**config.mk**
```make
export PLATFORM = sky130hd
export DESIGN_NAME = interrupt_controller
export DESIGN_NICKNAME = d
export VERILOG_FILES = /design/src/rtl/intc_pkg.sv /design/src/rtl/intc_priority_enc.sv /design/src/rtl/interrupt_controller.sv
export SDC_FILE = /design/constraint.sdc
export NUM_CORES = 1
export LEC_CHECK = 0
export BUFFER_PORTS_ARGS = -buffer_cell sky130_fd_sc_hd__buf_2
export CORE_ASPECT_RATIO = 1.75
export CORE_MARGIN = 2
export CORE_UTILIZATION = 49
export CTS_CLUSTER_DIAMETER = 100
export DETAILED_ROUTE_END_ITERATION = 7
export PLACE_DENSITY = 0.77
export SKIP_CTS_REPAIR_TIMING = 1
export SLEW_MARGIN = 20
export SYNTH_ARGS = -nofsm -noshare
export SYNTH_HDL_FRONTEND = slang
export SYNTH_HIERARCHICAL = 1
export SYNTH_SLANG_ARGS = --single-unit
```
**constraint.sdc**
```tcl
create_clock -name i_Clk -period 2.05 [get_ports i_Clk]
set_clock_uncertainty 0.15 [all_clocks]
set_input_delay 0.205 -clock i_Clk [delete_from_list [all_inputs] [get_ports i_Clk]]
set_output_delay 0.205 -clock i_Clk [all_outputs]
set_load 0.02 [all_outputs]
```
**src/rtl/intc_pkg.sv**
```systemverilog
// -----------------------------------------------------------------------------
// intc_pkg
// Shared definitions for the interrupt controller: source indices, register
// addresses, the default vector base, the IME state encoding and a helper that
// turns a source index into its RST vector.
// -----------------------------------------------------------------------------
package intc_pkg;

    // Interrupt source indices (bit positions in IF / IE)
    localparam int INT_VBLANK = 0;
    localparam int INT_STAT   = 1;
    localparam int INT_TIMER  = 2;
    localparam int INT_SERIAL = 3;
    localparam int INT_JOYPAD = 4;

    // Memory-mapped register addresses (decoded outside this block)
    localparam logic [15:0] ADDR_IF = 16'hFF0F;
    localparam logic [15:0] ADDR_IE = 16'hFFFF;

    // Vector of source 0; source n lives 8 bytes further on
    localparam logic [7:0] VEC_BASE = 8'h40;

    // Interrupt master enable states
    typedef enum logic [1:0] {
        IME_OFF   = 2'd0,
        IME_ARMED = 2'd1,
        IME_ON    = 2'd2
    } ime_state_e;

    // RST vector for a source index: base + 8*idx
    function automatic logic [7:0] vector_for(input logic [7:0] base,
                                              input logic [2:0] idx);
        return base + {2'b00, idx, 3'b000};
    endfunction

endpackage

```
**src/rtl/intc_priority_enc.sv**
```systemverilog
// -----------------------------------------------------------------------------
// intc_priority_enc
// Combinational lowest-set-bit encoder. Bit 0 has the highest priority.
//
// Ports:
//   i_Req    [N-1:0]  request vector
//   o_Valid           at least one bit of i_Req is set
//   o_Idx    [2:0]    index of the lowest set bit (0 when none set)
// -----------------------------------------------------------------------------
module intc_priority_enc #(
    parameter int N = 5
) (
    input  logic [N-1:0] i_Req,
    output logic         o_Valid,
    output logic [2:0]   o_Idx
);

    // NOTE: every output of a combinational block gets a default before any
    // conditional assignment, so no path leaves it unassigned (no latch).
    always_comb begin
        o_Valid = 1'b0;
        o_Idx   = 3'd0;
        // Scan from the top down so the lowest set bit is the last one written.
        for (int i = N - 1; i >= 0; i--) begin
            if (i_Req[i]) begin
                o_Valid = 1'b1;
                o_Idx   = 3'(i);
            end
        end
    end

endmodule

```
**src/rtl/interrupt_controller.sv**
```systemverilog
// -----------------------------------------------------------------------------
// interrupt_controller
// Holds IF (0xFF0F), IE (0xFFFF) and the IME master enable, latches the five
// interrupt sources, resolves priority, requests dispatch at instruction
// boundaries and supplies the RST vector on acknowledge.
//
// Optional feature (macro INTC_HALT_BUG_EN): adds i_Halt / o_Halt_Bug, a
// one-cycle pulse when HALT executes with IME not ON and an interrupt pending.
//
// Ports:
//   i_Clk, i_nRst         clock (rising edge), async active-low reset
//   i_Enable              clock enable; all state holds when low
//   i_Request  [NUM_SRC]  one-cycle source event pulses
//   i_Sel_IF / i_Sel_IE   register select (IF wins if both)
//   i_Write, i_Data       write strobe and data
//   o_Data                read data (8'h00 when nothing selected)
//   i_Instr_Boundary      last cycle of each instruction
//   i_EI, i_DI, i_RETI    decoded instructions
//   i_Ack                 dispatch acknowledge from the control unit
//   o_Irq                 registered dispatch request
//   o_Vector              vector latched on acknowledge
//   o_Pending  [NUM_SRC]  IE & IF, independent of IME
//   o_IME                 1 when IME is ON
//   i_Halt, o_Halt_Bug    only with INTC_HALT_BUG_EN
// -----------------------------------------------------------------------------
module interrupt_controller #(
    parameter int         NUM_SRC  = 5,
    parameter logic [7:0] VEC_BASE = intc_pkg::VEC_BASE
) (
    input  logic               i_Clk,
    input  logic               i_nRst,
    input  logic               i_Enable,
`ifdef INTC_HALT_BUG_EN
    input  logic               i_Halt,
    output logic               o_Halt_Bug,
`endif
    input  logic [NUM_SRC-1:0] i_Request,
    input  logic               i_Sel_IF,
    input  logic               i_Sel_IE,
    input  logic               i_Write,
    input  logic [7:0]         i_Data,
    output logic [7:0]         o_Data,
    input  logic               i_Instr_Boundary,
    input  logic               i_EI,
    input  logic               i_DI,
    input  logic               i_RETI,
    input  logic               i_Ack,
    output logic               o_Irq,
    output logic [7:0]         o_Vector,
    output logic [NUM_SRC-1:0] o_Pending,
    output logic               o_IME
);

    import intc_pkg::*;

    // ---------------------------------------------------------------- state
    logic [NUM_SRC-1:0] if_q,     if_d;
    logic [7:0]         ie_q,     ie_d;
    ime_state_e         ime_q,    ime_d;
    logic               skip_q,   skip_d;   // EI's own boundary not yet seen
    logic               irq_q,    irq_d;
    logic [7:0]         vector_q, vector_d;

    logic               ack_take;
    logic               enc_valid;
    logic [2:0]         enc_idx;

    assign o_Pending = ie_q[NUM_SRC-1:0] & if_q;
    assign o_Irq     = irq_q;
    assign o_Vector  = vector_q;
    assign o_IME     = (ime_q == IME_ON);

    // An acknowledge only means something while a request is outstanding.
    assign ack_take  = i_Ack & irq_q;

    // Priority is resolved on the live pending set, so a change to IE/IF
    // between request and acknowledge is honoured.
    intc_priority_enc #(
        .N (NUM_SRC)
    ) u_prio (
        .i_Req   (o_Pending),
        .o_Valid (enc_valid),
        .o_Idx   (enc_idx)
    );

    // ------------------------------------------------------------ read mux
    always_comb begin
        o_Data = 8'h00;
        if (i_Sel_IF) begin
            o_Data = {{(8 - NUM_SRC){1'b1}}, if_q};
        end else if (i_Sel_IE) begin
            o_Data = ie_q;
        end
    end

    // --------------------------------------------------- IF / IE / vector
    always_comb begin
        if_d     = if_q;
        ie_d     = ie_q;
        vector_d = vector_q;

        if (i_Write && i_Sel_IF) begin
            if_d = i_Data[NUM_SRC-1:0];
        end else if (i_Write && i_Sel_IE) begin
            ie_d = i_Data;
        end

        if (ack_take) begin
            if (enc_valid) begin
                if_d[enc_idx] = 1'b0;
                vector_d      = vector_for(VEC_BASE, enc_idx);
            end else begin
                vector_d      = 8'h00;
            end
        end

        // Source events are applied last so they beat a write or ack-clear.
        if_d = if_d | i_Request;
    end

    // --------------------------------------------------------- IME machine
    always_comb begin
        ime_d  = ime_q;
        skip_d = skip_q;
        unique case (ime_q)
            IME_OFF: begin
                if (i_DI) begin
                    ime_d = IME_OFF;
                end else if (i_RETI) begin
                    ime_d = IME_ON;
                end else if (i_EI) begin
                    ime_d  = IME_ARMED;
                    // A boundary in the EI cycle itself is EI's own boundary.
                    skip_d = ~i_Instr_Boundary;
                end
            end
            IME_ARMED: begin
                if (i_DI) begin
                    ime_d = IME_OFF;
                end else if (i_Instr_Boundary) begin
                    if (skip_q) begin
                        skip_d = 1'b0;
                    end else begin
                        ime_d = IME_ON;
                    end
                end
            end
            IME_ON: begin
                if (i_DI || ack_take) begin
                    ime_d = IME_OFF;
                end
            end
            default: ime_d = IME_OFF;
        endcase
    end

    // ------------------------------------------------------- dispatch req
    always_comb begin
        irq_d = irq_q;
        if (ack_take || i_DI) begin
            irq_d = 1'b0;
        end else if (i_Instr_Boundary && (ime_q == IME_ON) && (|o_Pending)) begin
            irq_d = 1'b1;
        end
    end

    // ------------------------------------------------------------ registers
    // NOTE: sequential state uses non-blocking assignments so every register
    // samples the pre-edge values of the others.
    always_ff @(posedge i_Clk or negedge i_nRst) begin
        if (!i_nRst) begin
            if_q     <= '0;
            ie_q     <= 8'h00;
            ime_q    <= IME_OFF;
            skip_q   <= 1'b0;
            irq_q    <= 1'b0;
            vector_q <= 8'h00;
        end else if (i_Enable) begin
            if_q     <= if_d;
            ie_q     <= ie_d;
            ime_q    <= ime_d;
            skip_q   <= skip_d;
            irq_q    <= irq_d;
            vector_q <= vector_d;
        end
    end

`ifdef INTC_HALT_BUG_EN
    // HALT with IME not ON and something pending: the control unit must skip
    // the PC increment of the next fetch.
    logic halt_bug_q;
    always_ff @(posedge i_Clk or negedge i_nRst) begin
        if (!i_nRst) begin
            halt_bug_q <= 1'b0;
        end else if (i_Enable) begin
            halt_bug_q <= i_Halt && (ime_q != IME_ON) && (|o_Pending);
        end
    end
    assign o_Halt_Bug = halt_bug_q;
`endif

endmodule

```
**Yosys cells after proc, flatten, opt, wreduce, memory -nomap -nowiden**

Cells that the tools add are included.

- Output and inout bits: 23
- Flip-flop bits (word level): 25

- Bitwise operators: 7
- Reduce and logical (&&, ||, !) cells: 15
- $lt $le $gt $ge: 2
- Add/sub/neg operators: 1
- Equal/unequal tests: 11
- Mux-type cells: 34

Operator list:

| cell | count |
|---|---|
| 8-bit 2-to-1 mux | 3 |
| 3-bit 2-to-1 mux | 5 |
| 5-bit 2-to-1 mux | 3 |
| 2-bit 2-to-1 mux | 7 |
| 1-bit 2-to-1 mux | 13 |
| 5-bit AND | 2 |
| 2-bit inequality test, second input constant | 5 |
| 7-bit by 6-bit adder with 8-bit output, first input constant | 1 |
| 7-bit AND reduction | 1 |
| 3-bit inequality test, second input constant | 2 |
| 2-bit one-hot mux with 3 select lines | 1 |
| 1-bit logical AND | 5 |
| 5-bit NOT | 1 |
| 5-bit OR | 1 |
| 5-bit AND reduction | 1 |
| 5-bit OR reduction | 1 |
| 3-bit by 4-bit < comparator with 1-bit output, second input constant | 1 |
| 4-bit inequality test, second input constant | 1 |
| 2-bit AND reduction | 2 |
| 2-bit nonzero test | 2 |
| 1-bit demux with 3-bit select | 1 |
| 3-bit by 1-bit >= comparator with 1-bit output, second input constant | 1 |
| 3-bit AND reduction | 1 |
| 2-bit by 1-bit equality test with 1-bit output, second input constant | 1 |
| 7 further kinds | 8 |

**Depth between registers and ports, before layout**

Gate-level depths: netlist (run 1).

- Depth in word-level cells: 15
- Gate-level depth with buffers: 6
- Depth with buffers taken out: 6

**Modules after synthesis**

Netlist (run 1), hierarchy kept.

By module, submodules not included:

| module | sequential area each (um2) | cells each | area an instance (um2) | times used |
|---|---|---|---|---|
| interrupt_controller | 525.5 | 117 | 1232.4 | 1 |
| intc_priority_enc | 0.0 | 8 | 48.8 | 1 |

**Worst setup path after synthesis (run 1)**

No wires, ideal clock.

- Kind: register to register
- Start: register ie_q[0]
- End: register if_q[2]
- Setup time: 0.116 ns
- Cell stages (with the launch flop): 7
- Data arrival time: 1.604 ns
- Buffers on the path: 0
- Path slack: 0.181 ns
- Required time: 1.784 ns
- Cells stage by stage: dfrtp_1 > and2_1 > nor4_2 > and2_1 > nand4b_1 > nor2_1 > o311ai_0

- Longest elaborated chain between the ends: 11

Ends and longest elaborated chain:

| item | RTL line | source |
|---|---|---|
| start, declared | interrupt_controller.sv:58 | `logic [7:0] ie_q, ie_d;` |
| start signal, assigned | interrupt_controller.sv:180 | `ie_q <= ie_d;` |
| 5-bit AND * | interrupt_controller.sv:68 | `assign o_Pending = ie_q[NUM_SRC-1:0] & if_q;` |
| named net o_Pending[0] | interrupt_controller.sv:50 | `output logic [NUM_SRC-1:0] o_Pending,` |
| 3-bit 2-to-1 mux * | intc_priority_enc.sv:25 | `if (i_Req[i]) begin` |
| named net enc_idx[2] | interrupt_controller.sv:66 | `logic [2:0] enc_idx;` |
| 3-bit by 4-bit < comparator with 1-bit output (not written as such) / 3-bit by 1-bit >= comparator with 1-bit output (equally long branches) | interrupt_controller.sv:110 | `if_d[enc_idx] = 1'b0;` |
| 1-bit logical AND (not written as such) | interrupt_controller.sv:110 |  |
| 1-bit 2-to-1 mux (not written as such) | interrupt_controller.sv:110 |  |
| 1-bit demux with 3-bit select * | interrupt_controller.sv:110 |  |
| 5-bit NOT (no line) * | n/a |  |
| 5-bit AND (no line) * | n/a |  |
| 5-bit 2-to-1 mux * | interrupt_controller.sv:109 | `if (enc_valid) begin` |
| 5-bit 2-to-1 mux * | interrupt_controller.sv:108 | `if (ack_take) begin` |
| 5-bit OR * | interrupt_controller.sv:118 | `if_d = if_d \| i_Request;` |
| end signal, assigned | interrupt_controller.sv:179 | `if_q <= if_d;` |
| end, declared | interrupt_controller.sv:57 | `logic [NUM_SRC-1:0] if_q, if_d;` |

Mark *: on every way through the listed nets, which the timed path passes. The rest lies on a longest branch.
A chain may end at the register's enable or synchronous reset.

**Worst setup path in the final report (run 1)**

- Start: register if_q[0]
- End: register if_q[2]

- Longest elaborated chain between the ends: 11

Ends and longest elaborated chain:

| item | RTL line |
|---|---|
| 5-bit AND * | interrupt_controller.sv:68 |
| 3-bit 2-to-1 mux * | intc_priority_enc.sv:25 |
| named net enc_idx[2] | interrupt_controller.sv:66 |
| 3-bit by 4-bit < comparator with 1-bit output (not written as such) / 3-bit by 1-bit >= comparator with 1-bit output (equally long branches) | interrupt_controller.sv:110 |
| 1-bit logical AND (not written as such) | interrupt_controller.sv:110 |
| 1-bit 2-to-1 mux (not written as such) | interrupt_controller.sv:110 |
| 1-bit demux with 3-bit select * | interrupt_controller.sv:110 |
| 5-bit NOT (no line) * | n/a |
| 5-bit AND (no line) * | n/a |
| 5-bit 2-to-1 mux * | interrupt_controller.sv:109 |
| 5-bit 2-to-1 mux * | interrupt_controller.sv:108 |
| 5-bit OR * | interrupt_controller.sv:118 |

Marks and branches as above.

==> results of run 1 <==
[through the flow]
stage	cells	hold WS [ns]	utilization, %	power [mW]
floorplan	128	-0.241	-	0.935
global placement	190	0.0298	60.0	1.09
detailed placement	190	0.0415	60.0	1.12
CTS	194	-0.239	61.8	1.39
global route	195	0.0222	62.5	1.47
finish	195	0.00456	62.5	1.39
[kinds of logic (layout without fill, tap and decap cells)]
logic type	count (synthesis)	after routing	synth area share, %
simple gates	45	45	21.6
compound gates	31	31	19.3
flops	21	21	41.0
mux	15	15	12.6
buf+inv	12	53	5.18
other cells	1	4	0.293
[worst paths after layout]
path | start | end | depth (start not counted)
min in group asynchronous | i_nRst | ime_q[0] | 2
hold / removal | i_Request[3] | if_q[3] | 3
max in group asynchronous | i_nRst | o_Vector[4] | 2
hold reg to reg | o_Vector[6] | o_Vector[6] | 2
setup / recovery | if_q[0] | if_q[2] | 6
setup reg to reg | if_q[0] | if_q[2] | 6
[sequential cells by signal, indices dropped and copies added (netlist names)]
register	flops
ie_q	8
if_q	5
ime_q	2
o_Irq	1
o_Vector	4
skip_q	1
[per-layer routing]
metal  GRT usage (%)  vias up  part of all wire [%]
li1                -      540                     -
met1            24.6      542                    38
met2            40.9       51                    55
met3            2.02        7                   4.2
met4            8.33        0                   2.2
met5               0        -                     0
[power by group]
group          internal, mW  total [mW]  switching (mW)
clock network         0.139       0.275           0.136
logic                 0.220       0.539           0.319
registers             0.503       0.572          0.0694
total                 0.862        1.39           0.524
[cells in the mapped netlist (2+ instances only)]
cell,n
dfrtp_1,21
nand2_1,15
mux2_2,9
a22o_1,6
and2_1,6
mux2i_1,6
nand2b_1,6
buf_4,5
inv_1,5
a21boi_0,4
nor2_1,4
a21o_2,3
and4_1,3
o21ai_0,3
buf_2,2
o211ai_1,2
o311ai_0,2
o32ai_1,2
[layout make-up]
type / count / area share, %
Clock buffer: 4 / 2.89
Inverter: 5 / 1.20
Multi-Input combinational cell: 95 / 45.5
Sequential cell: 21 / 33.7
Tap cell: 26 / 2.09
Timing Repair Buffer: 44 / 14.6
[critical path: stages (launching register included)]
cell and delay, ns:
dfrtp_1 0.42, and2_1 0.20, nor4_2 0.30, and2_1 0.19, nand4b_1 0.20, nor2_1 0.08
o311ai_2 0.25
==> impl_metrics.tcl, run 1 <==
set metrics [dict create \
    worstSetupPathType "flip-flop to flip-flop" \
    rsz0062_at_grt "yes" \
    final_antenna_net_count 0 \
    grt_overflow 0 \
    final_common_cell "buf_2" \
    cp-start-kind "flip-flop" \
    syn_area_sq_um 1280 \
    ys_warn_count 6 \
    htree_num_levels 1 \
    grt_start_max_net_pins 22 \
    period_share_pct 92.7 \
    p_per_area_nw_per_um2 890 \
    synthToLayoutAreaGrowth_pct 21.6 \
    io_pins 47 \
    netlist_instances 125 \
    drt_iter0_drc 6 \
    cts_sinks 21 \
    fillers 211 \
    final_cell_mix "42 x buf_2, 21 x dfrtp_1, 15 x nand2_1, 9 x mux2_2" \
    hold_path.class "input port to flip-flop" \
    synthFlopType "dfrtp_1" \
    hold_violations 0 \
    clk_pin_slew_ns 0.08 \
    r2r_setup_slack_ns 0.15 \
    diodes 0 \
    totalNegativeSetupSlack_ns 0 \
    grt_pass1_vias 1163 \
    numCtsBuffers 3 \
    drive_gt1_share_pct 37.3 \
    crit_arrival_ns 1.92 \
    timing.fmax_mhz 526 \
    post-synth-top-area-cell "dfrtp_1" \
    slew_violations 0 \
    cts_tree "yes" \
    die_area_sq_um 3060 \
    synth_top_area_share_pct 41.0 \
    start_util_pct 51.4 \
    multi_input_area_sq_um 708 \
    hpwl_um 2340 \
    insertion_delay_ns 0.26 \
    design_area_sq_um 1560 \
    io_buffers 42 \
    netlist-cell-type-count 39 \
    power.leakage_nw 0.739 \
    wl_per_cell_um 15.6 \
    ff_latch_area_sq_um 526 \
    grt_pass1_wl_um 5290 \
    routed_wl_um 3040 \
    die_x_um 42.7 \
    ys_seq_area_share_pct 41.0 \
    dieHeight_um 71.6 \
    cap_violations 0 \
    antenna_found_initial 0 \
    synth_edf_count 0 \
    nets 194 \
    vdd_drop_max_v 0.000506 \
    viasPerCell 5.85 \
    dpl_cell_area_sq_um 1500 \
    fin_ws_ns 0.149 \
    place.gp.congestion 0.906 \
    root_buffer "clkbuf_8" \
    layout_min_cycle_time_ns 1.90 \
    place_ws_ns 0.0792 \
    path_max_fanout 5 \
    ys_ff_latch 21 \
    track_usage_pct 21.9 \
    cp-end-kind "flip-flop" \
    syn_area_per_cell_sq_um 10.2 \
    synth_area_leaders "dfrtp_1 41%, mux2_2 7.9%, mux2i_1 4.7%" \
    setup_violations 0 \
    required_ns 2.06 \
    first_pass_iters 5 \
    ctsLongestPathBuffers 2 \
    floorplan.rows 24 \
    drc_errors 0 \
    vias 1140 \
    core_area_sq_um 2490 \
    status "completed" \
    async_flop_share_pct 100 \
]
Power figures use the tool's default switching activity.
==> inputs of run 2 (changes only) <==
--- a/config.mk
+++ b/config.mk
@@ -5,6 +5,7 @@
 export SDC_FILE = /design/constraint.sdc
 export NUM_CORES = 1
 export LEC_CHECK = 0
+export ABC_AREA = 1
 export BUFFER_PORTS_ARGS = -buffer_cell sky130_fd_sc_hd__buf_2
 export CORE_ASPECT_RATIO = 1.75
 export CORE_MARGIN = 2
==> impl_metrics.tcl, run 2 <==
set metrics [dict create \
    status "completed" \
    slew_violations 0 \
    largest_reg_flops 8 \
    place_ws_ns 0.365 \
    grt_overflow 0 \
    grtUsageMet3_pct 2.48 \
    first_pass_iters 4 \
    r2r-end "if_q[2]" \
    syn_area_sq_um 1330 \
    insertion_delay_ns 0.26 \
    r2r_cells 10 \
    io_buffers 42 \
    wl_per_cell_um 11.4 \
    netlist_instances 189 \
    floorplan.rows 25 \
    setup_violations 0 \
    r2r_setup_slack_ns 0.32 \
    crit_arrival_ns 1.73 \
    start_util_pct 50.6 \
    hpwl_um 2330 \
    synthToLayoutAreaGrowth_pct 18.8 \
    vias 1297 \
    htree_num_levels 1 \
    synth_edf_count 0 \
    grt_start_max_net_pins 22 \
    groute.layer.met2.usage_pct 38.0 \
    worst_hold_slack_ns 0.0290 \
    syn_area_per_cell_sq_um 7.04 \
    async_flop_share_pct 100 \
    path_max_fanout 4 \
    ys_top_cells_by_count "57 x nand2_1, 30 x inv_1, 21 x dfrtp_1" \
    required_ns 2.05 \
    synth_top_area_share_pct 39.5 \
    period_share_pct 84.4 \
    use_met1_pct 24.4 \
    max_flop_register "ie_q" \
    p_per_area_nw_per_um2 881 \
    cap_violations 0 \
    ys_seq_area_share_pct 39.5 \
    antenna_found_initial 0 \
    layout_min_cycle_time_ns 1.73 \
    cts_sinks 21 \
    die_area_sq_um 3160 \
    die_x_um 43.4 \
    routed_wl_um 2960 \
    nets 257 \
    hold_path.class "input port to flip-flop" \
    hp-start "i_Data[7]" \
    track_usage_pct 20.7 \
    drt_iter0_drc 61 \
    cp-end-kind "flip-flop" \
    yosysMostFrequentCell "nand2_1" \
    busiest_layer "met2" \
    cts_tree "yes" \
    final_antenna_net_count 0 \
    min_to "ie_q[7]" \
    viasPerCell 5.01 \
    timing.fmax_mhz 578 \
    io_pins 47 \
    final_cell_mix "57 x nand2_1, 42 x buf_2, 30 x inv_1, 21 x dfrtp_1, 20 x nor2_1" \
    synthFlopType "dfrtp_1" \
    totalNegativeSetupSlack_ns 0 \
    fin_ws_ns 0.319 \
    dieHeight_um 72.9 \
    ys_ff_latch 21 \
    ctsLongestPathBuffers 2 \
    worstSetupPathType "flip-flop to flip-flop" \
    core_area_sq_um 2630 \
    drive_gt1_share_pct 26.3 \
    holdPathStages 3 \
    rsz0062_at_grt "no" \
    fin_util_pct 60.1 \
    grt_pass1_wl_um 5080 \
    cp-start-kind "flip-flop" \
    place.gp.congestion 0.849 \
    numCtsBuffers 3 \
    diodes 0 \
    grt_pass1_vias 1202 \
    hold_violations 0 \
    synth_area_leaders "dfrtp_1 40%, nand2_1 16%, inv_1 8.5%" \
    netlist-cell-type-count 24 \
    drc_errors 0 \
    vdd_drop_max_v 0.000472 \
    clk_pin_slew_ns 0.07 \
    r2r_start "if_q[0]" \
    fillers 270 \
    power.leakage_nw 0.918 \
    post-synth-top-area-cell "dfrtp_1" \
    ys_warn_count 6 \
    root_buffer "clkbuf_8" \
    final_common_cell "nand2_1" \
]
==> run 2: worst max-delay path by stage <==
stage                  from  endpoint  slack [ns]  depth (start not counted)
floorplan           if_q[0]   if_q[2]        0.51                         10
global placement    if_q[0]   if_q[2]        0.38                         10
detailed placement  if_q[0]   if_q[2]        0.36                         10
CTS                 if_q[0]   if_q[2]        0.33                         10
global route        if_q[0]   if_q[2]        0.15                         10
finish              if_q[0]   if_q[2]        0.32                         10
==> run 2: cell families after synthesis <==
| kind of cell | synth area share (%) |
|---|---|
| AND/OR/NAND/NOR | 30.2 |
| buffers and inverters | 13.3 |
| AO/OA/AOI/OAI | 16.7 |
| flip-flops | 39.5 |
| other | 0.282 |
==> run 2: report_power, final <==
group	internal [mW]	total [mW]	switching, mW
Sequential	0.511	0.572	0.0607
Combinational	0.187	0.549	0.362
Clock	0.138	0.272	0.133
==> run 2: final cells by class <==
cell class / count / area [sq um] / share of cell area, %
multi-input cells: 133 / 639 / 40.5
flip-flops and latches: 21 / 526 / 33.3
repair buffers: 43 / 220 / 13.9
inverters: 31 / 116 / 7.36
clock buffers: 4 / 45.0 / 2.85
well taps: 27 / 33.8 / 2.14
==> run 2: through the flow <==
step / cells / instance area, sq um / total power [mW]
floorplan: 192 / 1340 / 0.965
finish: 259 / 1580 / 1.39
CTS: 258 / 1570 / 1.40
global placement: 254 / 1530 / 1.12
detailed placement: 254 / 1530 / 1.13
global route: 259 / 1580 / 1.50
==> run 2: layer usage <==
metal / up-vias / share of wire (%)
met5: - / 0
met1: 574 / 38
met2: 46 / 54
li1: 666 / -
met3: 11 / 4.9
met4: 0 / 2.7
==> run 2: worst max-delay path: stages, from the launching register on <==
cell     delay [ns]
dfrtp_1        0.42
nand2_1        0.10
inv_1          0.08
nor2_2         0.13
inv_1          0.07
nor2_1         0.17
inv_1          0.08
nor2_1         0.17
nand3_1        0.12
nand2_1        0.07
a21oi_1        0.06
